File: src/rtl/flash_spi_pkg.sv
// Shared constants and types for the serial-flash command engine.
// The opcodes, state encoding and timing constants live here so the engine and shifter agree on them.
package flash_spi_pkg;

    localparam logic [7:0] OP_WREN  = 8'h06;
    localparam logic [7:0] OP_ERASE = 8'hDC;
    localparam logic [7:0] OP_PROG  = 8'h12;
    localparam logic [7:0] OP_READ  = 8'h13;
    localparam logic [7:0] OP_RDSR  = 8'h05;

    localparam int GAP_MIN   = 4;
    localparam int CLK_DIV   = 2;
    localparam int BYTE_CLKS = 8 * CLK_DIV;

    typedef enum logic [3:0] {
        ST_IDLE, ST_WREN, ST_GAP, ST_CMD, ST_ADDR, ST_WDATA, ST_RDATA, ST_POLL, ST_DONE
    } state_t;

    typedef enum logic [1:0] {CMD_ERASE, CMD_PROG, CMD_READ} cmd_t;

    // Byte idx (0 = most significant) of the 4-byte address field {7'b0, addr}.
    function automatic logic [7:0] addr_byte(input logic [24:0] addr, input logic [2:0] idx);
        logic [31:0] word;
        word = {7'b0, addr};
        case (idx)
            3'd0:    addr_byte = word[31:24];
            3'd1:    addr_byte = word[23:16];
            3'd2:    addr_byte = word[15:8];
            default: addr_byte = word[7:0];
        endcase
    endfunction

endpackage

File: src/rtl/flash_spi_engine_shifter.sv
// One-byte SPI mode-0 shifter: sclk = clk/2, MOSI moves on falling sclk, MISO sampled on rising sclk.
// A start on the byte_done cycle chains the next byte with no idle clock.
module spi_byte_shifter
    import flash_spi_pkg::*;
(
    input  logic       clk,
    input  logic       rst_n,
    input  logic       start,
    input  logic [7:0] tx_byte,
    input  logic       miso,
    output logic       sclk,
    output logic       mosi,
    output logic       byte_done,
    output logic       byte_near,
    output logic [7:0] rx_byte
);

    logic       active;
    logic [3:0] cnt;
    logic [7:0] tx_sh;
    logic [7:0] rx_sh;

    // byte_done marks the last clk of a byte; byte_near leaves room to fetch the next byte.
    assign byte_done = active && (cnt == 4'(BYTE_CLKS - 1));
    assign byte_near = active && (cnt == 4'(BYTE_CLKS - 4));
    assign rx_byte   = rx_sh;

    always_ff @(posedge clk or negedge rst_n) begin
        if (!rst_n) begin
            active <= 1'b0;
            cnt    <= 4'd0;
            tx_sh  <= 8'h00;
            rx_sh  <= 8'h00;
            sclk   <= 1'b0;
            mosi   <= 1'b0;
        end else if (start) begin
            active <= 1'b1;
            cnt    <= 4'd0;
            tx_sh  <= {tx_byte[6:0], 1'b0};
            sclk   <= 1'b0;
            mosi   <= tx_byte[7];
        end else if (active) begin
            cnt <= cnt + 4'd1;
            if (!cnt[0]) begin
                sclk  <= 1'b1;
                rx_sh <= {rx_sh[6:0], miso};
            end else begin
                sclk <= 1'b0;
                if (byte_done) begin
                    active <= 1'b0;
                end else begin
                    mosi  <= tx_sh[7];
                    tx_sh <= {tx_sh[6:0], 1'b0};
                end
            end
        end
    end

endmodule

File: src/rtl/flash_spi_engine.sv
// Serial-flash command sequencer: erase, page program and read over a byte shifter.
// Commands are registered in IDLE, accepted a cycle later, then walked through WREN/GAP/CMD/ADDR/data/POLL.
module flash_spi_engine
    import flash_spi_pkg::*;
(
    input  logic        clk,
    input  logic        rst_n,
    input  logic        erase_en,
    input  logic [24:0] erase_addr,
    output logic        erase_done,
    input  logic        prog_en,
    input  logic [24:0] prog_addr,
    input  logic [9:0]  prog_length,
    output logic        prog_done,
    output logic        prog_data_req,
    input  logic [7:0]  prog_data,
    input  logic        read_en,
    input  logic [24:0] read_addr,
    input  logic [16:0] read_length,
    output logic        read_done,
    output logic [7:0]  rd_data,
    output logic        rd_valid,
    output logic        engine_busy,
    output logic        spi_cs_n,
    output logic        spi_sclk,
    output logic        spi_mosi,
    input  logic        spi_miso,
    output logic [3:0]  state_dbg
);

    state_t      state, state_nxt;
    cmd_t        cmd_q;
    logic        pend, launch, after_write, first_status, req_d;
    logic [24:0] addr_q;
    logic [16:0] len_q, byte_cnt;
    logic [2:0]  gap_cnt;
    logic [7:0]  data_buf, tx, cmd_op, rx_byte;
    logic        start, byte_done, byte_near;

    spi_byte_shifter u_shifter (
        .clk       (clk),
        .rst_n     (rst_n),
        .start     (start),
        .tx_byte   (tx),
        .miso      (spi_miso),
        .sclk      (spi_sclk),
        .mosi      (spi_mosi),
        .byte_done (byte_done),
        .byte_near (byte_near),
        .rx_byte   (rx_byte)
    );

    assign engine_busy = (state != ST_IDLE);
    assign erase_done  = (state == ST_DONE) && (cmd_q == CMD_ERASE);
    assign prog_done   = (state == ST_DONE) && (cmd_q == CMD_PROG);
    assign read_done   = (state == ST_DONE) && (cmd_q == CMD_READ);
    assign state_dbg   = state;

    always_comb begin
        case (cmd_q)
            CMD_ERASE: cmd_op = OP_ERASE;
            CMD_PROG:  cmd_op = OP_PROG;
            default:   cmd_op = OP_READ;
        endcase
    end

    always_ff @(posedge clk or negedge rst_n) begin
        if (!rst_n) state <= ST_IDLE;
        else        state <= state_nxt;
    end

    // launch = first byte of a fresh CS assertion; byte_cnt in ADDR counts bytes already started.
    always_comb begin
        state_nxt = state;
        start     = 1'b0;
        tx        = 8'h00;
        case (state)
            ST_IDLE:  if (pend) state_nxt = (cmd_q == CMD_READ) ? ST_CMD : ST_WREN;
            ST_WREN: begin
                if (launch) begin
                    start = 1'b1;
                    tx    = OP_WREN;
                end else if (byte_done) state_nxt = ST_GAP;
            end
            ST_GAP:   if (gap_cnt == 3'(GAP_MIN - 1)) state_nxt = after_write ? ST_POLL : ST_CMD;
            ST_CMD: begin
                if (launch) begin
                    start = 1'b1;
                    tx    = cmd_op;
                end else if (byte_done) begin
                    state_nxt = ST_ADDR;
                    start     = 1'b1;
                    tx        = addr_byte(addr_q, 3'd0);
                end
            end
            ST_ADDR: begin
                if (byte_done) begin
                    if (byte_cnt < 17'd4) begin
                        start = 1'b1;
                        tx    = addr_byte(addr_q, byte_cnt[2:0]);
                    end else if (cmd_q == CMD_ERASE) begin
                        state_nxt = ST_GAP;
                    end else if (cmd_q == CMD_PROG) begin
                        state_nxt = ST_WDATA;
                        start     = 1'b1;
                        tx        = data_buf;
                    end else begin
                        state_nxt = ST_RDATA;
                        start     = 1'b1;
                    end
                end
            end
            ST_WDATA: begin
                if (byte_done) begin
                    if (byte_cnt == len_q) state_nxt = ST_GAP;
                    else begin
                        start = 1'b1;
                        tx    = data_buf;
                    end
                end
            end
            ST_RDATA: begin
                if (byte_done) begin
                    if (byte_cnt == len_q) state_nxt = ST_DONE;
                    else                   start = 1'b1;
                end
            end
            ST_POLL: begin
                if (launch) begin
                    start = 1'b1;
                    tx    = OP_RDSR;
                end else if (byte_done) begin
                    if (!first_status && !rx_byte[0]) state_nxt = ST_DONE;
                    else                              start = 1'b1;
                end
            end
            ST_DONE:  state_nxt = ST_IDLE;
            default:  state_nxt = ST_IDLE;
        endcase
    end

    always_ff @(posedge clk or negedge rst_n) begin
        if (!rst_n) begin
            pend <= 1'b0; cmd_q <= CMD_ERASE; addr_q <= '0; len_q <= '0;
            launch <= 1'b0; after_write <= 1'b0; first_status <= 1'b0;
            spi_cs_n <= 1'b1; gap_cnt <= '0; byte_cnt <= '0;
            prog_data_req <= 1'b0; req_d <= 1'b0; data_buf <= 8'h00;
            rd_valid <= 1'b0; rd_data <= 8'h00;
        end else begin
            // Enables are registered only while idle with nothing pending; erase > prog > read.
            if (state == ST_IDLE) begin
                if (pend) pend <= 1'b0;
                else if (erase_en) begin
                    pend <= 1'b1; cmd_q <= CMD_ERASE; addr_q <= erase_addr;
                end else if (prog_en) begin
                    pend <= 1'b1; cmd_q <= CMD_PROG; addr_q <= prog_addr;
                    len_q <= prog_length[9] ? 17'd511 : {7'b0, prog_length};
                end else if (read_en) begin
                    pend <= 1'b1; cmd_q <= CMD_READ; addr_q <= read_addr; len_q <= read_length;
                end
            end

            if (state_nxt != state) launch <= state_nxt inside {ST_WREN, ST_CMD, ST_POLL};
            else if (start)         launch <= 1'b0;

            if (start && launch) spi_cs_n <= 1'b0;
            else if (state_nxt != state && (state_nxt == ST_GAP || state_nxt == ST_DONE)) spi_cs_n <= 1'b1;

            gap_cnt <= (state == ST_GAP) ? gap_cnt + 3'd1 : 3'd0;

            if (state == ST_IDLE) after_write <= 1'b0;
            else if (state_nxt == ST_GAP && (state == ST_ADDR || state == ST_WDATA)) after_write <= 1'b1;

            if (state == ST_IDLE)                                  byte_cnt <= '0;
            else if (state == ST_CMD && byte_done)                 byte_cnt <= 17'd1;
            else if (state == ST_ADDR && byte_done)                byte_cnt <= (byte_cnt < 17'd4) ? byte_cnt + 17'd1 : 17'd0;
            else if ((state == ST_WDATA || state == ST_RDATA) && start) byte_cnt <= byte_cnt + 17'd1;

            if (state == ST_POLL && start) first_status <= launch;

            // The request for data byte k goes out during the byte before it.
            prog_data_req <= byte_near && (cmd_q == CMD_PROG) &&
                             ((state == ST_ADDR && byte_cnt == 17'd4) ||
                              (state == ST_WDATA && byte_cnt < len_q));
            req_d <= prog_data_req;
            if (req_d) data_buf <= prog_data;

            rd_valid <= (state == ST_RDATA) && byte_done;
            if (state == ST_RDATA && byte_done) rd_data <= rx_byte;
        end
    end

endmodule

File: config.mk
export PLATFORM = sky130hd
export DESIGN_NAME = flash_spi_engine
export DESIGN_NICKNAME = d
export VERILOG_FILES = /design/src/rtl/flash_spi_pkg.sv /design/src/rtl/flash_spi_engine_shifter.sv /design/src/rtl/flash_spi_engine.sv
export SDC_FILE = /design/constraint.sdc
export NUM_CORES = 1
export LEC_CHECK = 0
export CORE_ASPECT_RATIO = 1.2
export CORE_MARGIN = 2
export CORE_UTILIZATION = 50
export CTS_CLUSTER_SIZE = 12
export DETAILED_ROUTE_END_ITERATION = 7
export GPL_ROUTABILITY_DRIVEN = 0
export PLACE_DENSITY_LB_ADDON = 0.25
export REMOVE_ABC_BUFFERS = 1
export SYNTH_ARGS = -nofsm -noshare
export SYNTH_HDL_FRONTEND = slang
export SYNTH_SLANG_ARGS = --single-unit
File: constraint.sdc
create_clock -name clk -period 3.2 [get_ports clk]
set_clock_uncertainty 0.2 [all_clocks]
set_input_delay 0.48 -clock clk [delete_from_list [all_inputs] [get_ports clk]]
set_output_delay 0.48 -clock clk [all_outputs]
set_load 0.02 [all_outputs]
[Word level (Yosys, flattened, before mapping)]
Index checks and enable logic that the tools add are counted.
Word-level totals
  output and inout bits: 21
  word-level logic and storage cells: 184
  register bits after elaboration: 115
  bits of input ports: 116
Operators by class
  bitwise logic cells: 4
  magnitude comparators: 2
  multiplexer cells: 87
  reduce and logical (&&, ||, !) cells: 42
  $add $sub $neg: 3
  eq/ne operators: 24
Operators by type and width (number)
  $mux 17: 7
  $mux 8: 11
  $mux 25: 3
  $mux 4: 17
  $pmux 8 s5: 1
  $mux 1: 33
  $pmux 4 s8: 1
  $pmux 8 s3: 1
  $eq 4x3->1 const B: 5
  $logic_and 1x1->1: 18
  $add 17x1->17 const B: 1
  $eq 17x17->1: 1
  $eq 17x3->1 const B: 1
  $lt 17x17->1: 1
  $lt 17x3->1 const B: 1
  $eq 4x2->1 const B: 4
  $eq 4x4->1 const B: 4
  $pmux 8 s2: 1
  $mux 3: 5
  $reduce_bool 2->1: 6
  $mux 2: 5
  $mux 9: 1
  $reduce_and 3->1: 3
  $eq 4x1->1 const B: 2
  19 further kinds: 29

[Longest topological paths before layout]
Gate-level depths: netlist of the first run.
  word-level depth: 11
  mapped depth: 10
  gate-level depth less buffers: 9

[Modules after synthesis]
A second synthesis of the first run with hierarchy kept.
Unflattened totals
  cell total of the unflattened synthesis: 679
  area total of the unflattened synthesis: 6354.8 um^2
Modules (own cells, without submodules)
  flash_spi_engine: seq. area each 2303.5 um^2, area each 5365.1 um^2, cells each 609, instances 1
  spi_byte_shifter: seq. area each 525.5 um^2, area each 989.7 um^2, cells each 70, instances 1

[Least setup slack after synthesis of the first run]
No wires, ideal clock.
  path type: reg2reg
  from: register byte_cnt[10]
  to: register byte_cnt[10]
  library setup time: 0.136 ns
  cell stages (with the launch flop): 10
  path buffers: 1
  path slack: 0.703 ns
  data required time: 2.864 ns
  clock period less this slack: 2.497 ns
  data arrival time: 2.160 ns
  cell sequence: dfrtp_1 > ha_1 > nand4_1 > nor2_1 > nand2_1 > a41oi_2 > a21o_1 > buf_2 > or3_1 > a21oi_1
On the way
  cells in the longest elaborated chain, start to end: 6
  elaborated cells between the ends (all ways): 15
  classes of those cells: 1 x add/sub; 1 x order compare; 1 x eq/ne; 10 x mux; 2 x reduce/logical
Ends and longest elaborated chain
  start, declared: RTL line flash_spi_engine.sv:35  | logic [16:0] len_q, byte_cnt;
  start signal, assigned: RTL line flash_spi_engine.sv:176  | else if (state == ST_ADDR && byte_done) byte_cnt <= (byte_cnt < 17'd4) ? byte_cnt + 17'd1 : 17'd0;
  start signal, assigned: RTL line flash_spi_engine.sv:177  | else if ((state == ST_WDATA || state == ST_RDATA) && start) byte_cnt <= byte_cnt + 17'd1;
  $lt 17x3->1 / $eq 17x17->1 (equally long branches)
  $mux 1 (on tied branches): RTL line flash_spi_engine.sv:98, flash_spi_engine.sv:115, flash_spi_engine.sv:124
  $mux 1 (on tied branches): RTL line flash_spi_engine.sv:97, flash_spi_engine.sv:114
  $pmux 1 s5: RTL line flash_spi_engine.sv:77  | case (state)
  $logic_and 1x1->1: RTL line flash_spi_engine.sv:177
  $reduce_bool 4->1 (no line)
Parallel ways exist; a longest one is shown, timed or not. The select of a mux whose other input is x is not followed.
A chain may end at the register's enable or synchronous reset.

[Worst setup path in the final report of the first run]
  from: register state[2] (netlist: state_dbg[2])
  to: output port engine_busy
On the way
  cells in the longest elaborated chain, start to end: 1
Ends and longest elaborated chain
  start, declared: RTL line flash_spi_engine.sv:31  | state_t state, state_nxt;
  start signal, assigned: RTL line flash_spi_engine.sv:69  | else state <= state_nxt;
  $reduce_bool 4->1: RTL line flash_spi_engine.sv:53  | assign engine_busy = (state != ST_IDLE);
  end, declared: RTL line flash_spi_engine.sv:23  | output logic engine_busy,
No other way between the ends.

==> summary.txt, run 1 <==
Outcome
  – Status: finished with violations
  – Failing checks: negative hold slack

Setup path
  – Critical path arrival: 2.49 ns
  – Crit end category: output port
  – Worst setup path class: flip-flop to output port
  – Crit path launch: state_dbg[2]
  – Worst Reg-to-Reg Cells: 9
  – Launching point of the worst reg2reg path: byte_cnt[10]
  – Reg-to-reg slack, setup: 0.34 ns
  – Critical Path Sink: engine_busy
  – Crit Path Max Fanout: 17
  – CP required: 2.52 ns
  – R2r endpoint: byte_cnt[14]
  – Worst Setup Start Kind: flip-flop

Route
  – Pre-antenna DRT Iters: 8
  – Drt first-iter violations: 367
  – Post-Route WL: 16340 µm
  – WL/cell: around 16 µm
  – Post-route ant nets: 0
  – Via count: 5774
  – DR vias/cell: 5.809
  – DRC: 0

Pwr
  – LEAKAGE: 3.784 nW
  – Peak VDD IR: 0.3774 mV
  – Pwr per Cell Area: 623.0 mW/mm²

Global route
  – First-pass GRT wire length: 27670 µm
  – Tot GR Track Use: 0.2522
  – Initial antenna violation count: 0
  – Met3 usage: 0.06231
  – GRT busiest layer: met2
  – Grt met1 use: 0.3213
  – Vias in the first global route: between 5000 and 6000
  – Routing usage on met2: 0.4114
  – Grt ovf: 0
  – Largest net degree at the start of global routing: 68

Cells and area
  – Syn-to-layout area delta: 33.91%
  – Area of the multi-input gates: 0.003383 mm²
  – ANT cells: 0
  – Post-route cell area: a little under 0.009 mm²
  – Nets: 958
  – Fraction of layout cells with a size suffix above 1: 0.1108
  – Fillers: 982
  – Register Area: between 0.002 and 0.003 mm²

Yosys
  – Synth area leaders: dfrtp_1 (43%), o21ai_0 (5.0%), ha_1 (4.8%), a21oi_1 (3.9%), nor2_1 (3.8%)
  – EDFF count, synth: 0
  – Yosys top cell by area: dfrtp_1
  – Register area share after synthesis: 0.4372
  – #FFs+latches synth: 113
  – Unique masters post-synth: 79
  – Top_reg_cell synth: dfrtp_1
  – Post-synthesis cell count: around 700
  – Yosys top cell area share: 0.4331
  – Ys async rst share: 1.000
  – Synth Warn #: 0
  – Mean post-synth cell area: 9.461 µm²
  – Mapped cell area: about 0.0065 mm²

Place
  – Dpl cell area: 0.008009 mm²
  – I/O Buffers: 136
  – Post-DP HPWL: ~12000 µm

Floorplanning
  – Initial Utilization: 0.5108
  – Row count: 45
  – Die area: 0.01387 mm²
  – Die Span Y: 128.6 µm
  – IO Count: 137
  – Horiz. Die Dim: 107.9 µm
  – Core area: roughly 0.013 mm²

Timing
  – Final worst-path cycle share: 0.9914
  – Highest Clock Rate: about 0.32 GHz
  – Period minus WS final: roughly 3.2 ns
  – Unrepaired setup endpoints after global routing: false
  – Slew of the pin with the lowest slew margin: 1.078 ns
  – Hold_ws: -0.03841 ns
  – Rel. slew slack: 0.2811
  – Final hold vios: 50
  – Setup_tns: 0 ns
  – Final Max Tran Viols: 0
  – Endpoints failing setup: 0

Clock network
  – Post-CTS sizing: 0
  – CTS clk-pin slew, worst paths: 0.06 ns
  – CTS tree: built
  – H-tree Lvls: 4
  – Later-pin clock latency in the skew report: 0.42 ns
  – Clk buf depth: 2
  – TritonCTS buffer count: 17
  – Postcts setup bufs: 0
  – Hold buffers post-CTS: 0
  – Root Driver: clkbuf_16
  – Sink Count: 113

Min path
  – Hold crit path type: primary input to async pin

Flow run
  – Max_cap viols: 0
power breakdown:
part           total [mW]  internal (mW)  switching, mW
sequential           2.06           1.76          0.298
combinational        1.25          0.611          0.638
clock                2.09           1.39          0.700
total                5.40           3.76           1.64
through the flow:
stage                     total power, mW  hold WS, ns  utilization  instances  worst slack (ns)
after floorplan                     2.759     -0.01559            -        650           -0.6595
after global placement              3.235       0.1694       0.6322        962            0.4315
after detailed placement            3.294       0.1697       0.6322        962            0.3593
after CTS                           5.415     0.005659       0.6840        994            0.1127
after global routing                5.690      0.02164       0.6840        994          0.006749
final                               5.398     -0.03841       0.6840        994           0.02744
worst max-delay path, cell delays in order, from the launching register on:
cell and delay, ns:
dfrtp_1 0.60, nor2_1 0.57, nand2_2 0.28, clkdlybuf4s50_1 0.62
sequential cells by signal, summed over array words and instances, names as in the netlist:
signal	count
state_dbg	4
rd_valid	1
data_buf	8
u_shifter.active	1
cmd_q	2
spi_cs_n	1
first_status	1
pend	1
u_shifter.rx_byte	8
rd_data	8
byte_cnt	17
addr_q	25
prog_data_req	1
len_q	17
u_shifter.cnt	4
req_d	1
u_shifter.tx_sh	7
launch	1
after_write	1
gap_cnt	3
u_shifter.mosi	1
placed cells by master (no fill, tap or decap), types with 3 or more instances in the layout:
cell	synthesis	final
ha_1	25	25
a311oi_1	3	3
o21ai_1	7	6
o31ai_1	5	4
nand2_1	62	62
a211oi_1	3	3
dfrtp_1	112	112
clkdlybuf4s50_1	0	134
o21a_1	4	4
o22ai_1	9	9
nor3_1	9	9
and3_1	3	3
clkinv_4	0	4
buf_4	1	12
a2bb2oi_1	7	7
xnor2_1	6	6
a222oi_1	8	8
mux2_2	16	16
clkbuf_16	0	17
a31o_1	4	4
a21oi_1	50	50
nand2b_1	13	13
o21ai_0	65	65
inv_1	33	33
mux2i_1	22	22
inv_2	3	3
nor2_1	65	65
bufinv_16	0	5
a221o_1	7	7
a21o_1	7	7
nor2b_1	6	6
mux2_1	8	8
or4_1	3	3
nand4_1	7	7
nand3_1	16	16
a22oi_1	6	6
inv_6	0	4
logic make-up (layout without fill, tap and decap cells):
group,count (synthesis),in the layout,synth area share
adder cells (fa/ha/maj),26,26,0.04988
flip-flops,113,113,0.4372
multiplexers,46,46,0.07579
XOR/XNOR,8,8,0.01083
buffers and inverters,70,216,0.04273
AND/OR/NAND/NOR,212,212,0.1686
AO/OA/AOI/OAI,209,209,0.2150
worst min path at each step:
stage,startpoint,to,slack (ns),cells past startpoint
detailed placement,prog_data_req,req_d,0.17,0
floorplan,rst_n,addr_q[0],-0.02,0
global placement,prog_data_req,req_d,0.17,0
global route,rst_n,rd_data[7],0.02,1
finish,rst_n,rd_valid,-0.04,1
CTS,rst_n,rd_valid,0.006,1
metal layers:
layer | routed length (µm) | part of all wire
met5 | 0 | 0
met2 | 7823 | 0.48
met1 | 6895 | 0.42
met3 | 1226 | 0.075
met4 | 395 | 0.024
cell usage after synthesis (all sizes together) (5+ instances only):
master and n:
a221o 7, o31ai 5, inv 36, a21o 7, nand3 18, a2bb2oi 7, mux2i 22, a21oi 51
clkbuf 21, buf 13, nor2b 6, a22oi 6, nor3 10, a222oi 8, nand4 9, mux2 24
dfrtp 112, nand2b 13, o22ai 9, nor2 66, ha 25, nand2 63, xnor2 6, o21ai 72
final cells by class:
class                      count  area share
clock buffer                  18     0.04952
clock inverter                14     0.02628
multi-input combinational    501      0.3904
tap                          164     0.02368
sequential                   113      0.3265
inverter                      36     0.01559
timing repair buffer         148      0.1681
Power figures use the tool's default switching activity.
==> run 2: changes to the inputs <==
--- a/config.mk
+++ b/config.mk
@@ -12,7 +12,7 @@
 export DETAILED_ROUTE_END_ITERATION = 7
 export GPL_ROUTABILITY_DRIVEN = 0
 export PLACE_DENSITY_LB_ADDON = 0.25
-export REMOVE_ABC_BUFFERS = 1
+export SETUP_SLACK_MARGIN = 0.1
 export SYNTH_ARGS = -nofsm -noshare
 export SYNTH_HDL_FRONTEND = slang
 export SYNTH_SLANG_ARGS = --single-unit
==> summary.txt, run 2 (same netlist as run 1, synthesis figures left out) <==
Floorplanning
  – Die Span Y: between 100 and 150 µm
  – Core area: 0.01267 mm²
  – IO Count: about 140
  – Horiz. Die Dim: 107.9 µm
  – Die area: 0.01387 mm²
  – Row count: 45
  – Initial Utilization: 0.5108

Place
  – Pre-CTS setup slack: 0.3166 ns
  – Dpl cell area: 0.008006 mm²
  – Post-DP HPWL: between 10000 and 15000 µm
  – I/O Buffers: 136

Timing
  – Period minus WS final: between 2 and 3 ns
  – Final worst-path cycle share: 0.9292
  – Endpoints failing setup: 0
  – Final hold vios: 0
  – Highest Clock Rate: between 0.3 and 0.4 GHz
  – Unrepaired setup endpoints after global routing: false
  – Slew of the pin with the lowest slew margin: approximately 0.77 ns
  – Final WS setup: 0.2264 ns
  – Setup_tns: 0 ns
  – Rel. slew slack: 0.4892
  – Final Max Tran Viols: 0

Setup path
  – Crit end category: output port
  – Worst Setup Start Kind: flip-flop
  – Critical path arrival: between 2 and 2.5 ns
  – Worst setup path class: flip-flop to output port
  – CP required: 2.52 ns
  – Crit Path Max Fanout: 14

Pwr
  – P_sw: approximately 1.6 mW
  – Clk pwr share: 0.378
  – Switching Fraction: 0.3099
  – Pwr per Cell Area: 615.4 mW/mm²
  – Seq pwr share: 0.385
  – LEAKAGE: 3.778 nW
  – Power Internal: 3.674 mW
  – Combinational share of power: 0.236
  – Peak VDD IR: approximately 0.43 mV

Global route
  – Grt ovf: 0
  – Initial antenna violation count: 0
  – First-pass GRT wire length: 28410 µm
  – Tot GR Track Use: 0.2594
  – Vias in the first global route: roughly 5800
  – Largest net degree at the start of global routing: 62

Clock network
  – Clk buf depth: 2
  – Later-pin clock latency in the skew report: 0.42 ns
  – Sink Count: 113
  – H-tree Lvls: 4
  – CTS clk-pin slew, worst paths: approximately 0.06 ns
  – Root Driver: clkbuf_16
  – CTS tree: built
  – TritonCTS buffer count: 17

Route
  – DRC: 0
  – Post-Route WL: 17080 µm
  – Drt first-iter violations: 364
  – Pre-antenna DRT Iters: 5
  – Via count: 5838
  – Post-route ant nets: 0
  – WL/cell: 17.20 µm
  – DR vias/cell: 5.879

Cells and area
  – Most frequent cells in the layout: clkdlybuf4s50_1 (134), dfrtp_1 (112), o21ai_0 (65), nor2_1 (63), nand2_1 (62)
  – Fraction of layout cells with a size suffix above 1: 0.1122
  – Post-route cell area: slightly below 0.009 mm²
  – Biggest register: addr_q
  – Commonest non-fill, non-tap cell in the layout: clkdlybuf4s50_1
  – Fin util: 0.6829
  – Number of flip-flops in the largest register: 25
  – ANT cells: 0
  – Syn-to-layout area delta: 33.68%
  – Register Area: around 0.0028 mm²
  – Nets: ~960
  – Area of the multi-input gates: 0.003388 mm²
  – Fillers: 952
  – Largest regs: addr_q: 25 flops, byte_cnt: 17 flops, len_q: 17 flops

Min path
  – Hold crit path type: flip-flop to flip-flop

Flow run
  – Max_cap viols: 0

Yosys
  – Syn Nets: 825

Outcome
  – Status: completed
## run 2: cell types whose count changed in the layout (fill, tap and decap cells not counted), sizes merged
cell and delta:
buf -2, bufinv -1, clkbuf -1, clkinv +2, dlygate4sd3 +1
## run 2: path summary, 6_finish.rpt
check | depth (start not counted) | from | endpoint | slack, ns
min | 0 | prog_data_req | req_d | 0.20
min in group asynchronous | 2 | rst_n | byte_cnt[8] | 0.49
max | 4 | state_dbg[0] | read_done | 0.23
max in group asynchronous | 3 | rst_n | u_shifter.tx_sh[2] | 1.56
max reg2reg | 8 | byte_cnt[10] | u_shifter.rx_byte[7] | 0.26
min reg2reg | 0 | prog_data_req | req_d | 0.20
## run 2: cell type report
type / count / share of cell area
clock inverters: 15 / 0.02358
clock buffers: 17 / 0.04918
repair buffers: 147 / 0.1692
multi-input cells: 501 / 0.3917
flip-flops and latches: 113 / 0.3270
inverters: 36 / 0.01562
well taps: 164 / 0.02372
## run 2: critical path: stages (launching register included)
cell,delay [ns]
dfrtp_1,0.56
nor2_2,0.29
nand3_1,0.16
nor3b_1,0.24
clkdlybuf4s50_1,0.64
## run 2: what timing repair did
item,4_1_cts,5_1_grt
buffers inserted,0,0
endpoints found under the setup margin,0,2
hold buffers,1,0
endpoints found under the hold margin,59,0
gates resized for setup,0,2
## run 2: per-stage QoR
step	hold WS (ns)	cells	power, mW
CTS	0.2019	993	5.324
finish	0.1952	993	5.324
detailed placement	0.1803	960	3.297
global route	0.2160	993	5.602
floorplan	-0.01559	684	2.789
global placement	0.1734	960	3.236
## run 2: routing by layer
metal,GRT usage,vias to the layer above,wire length (µm),part of all wire
met5,0,-,0,0
li1,-,2766,-,-
met1,0.3342,2736,7175,0.42
met3,0.05826,45,1253,0.073
met4,0.1033,0,438,0.026
met2,0.4251,291,8210,0.48
## run 2: power groups by stage
stage	Clock (mW)	Combinational, mW	Sequential (mW)
2_1_floorplan	0	0.817	1.97
3_3_place_gp	0	1.19	2.05
3_5_place_dp	0	1.23	2.07
4_1_cts	2.03	1.25	2.05
5_1_grt	2.10	1.39	2.10
6_report	2.01	1.26	2.05
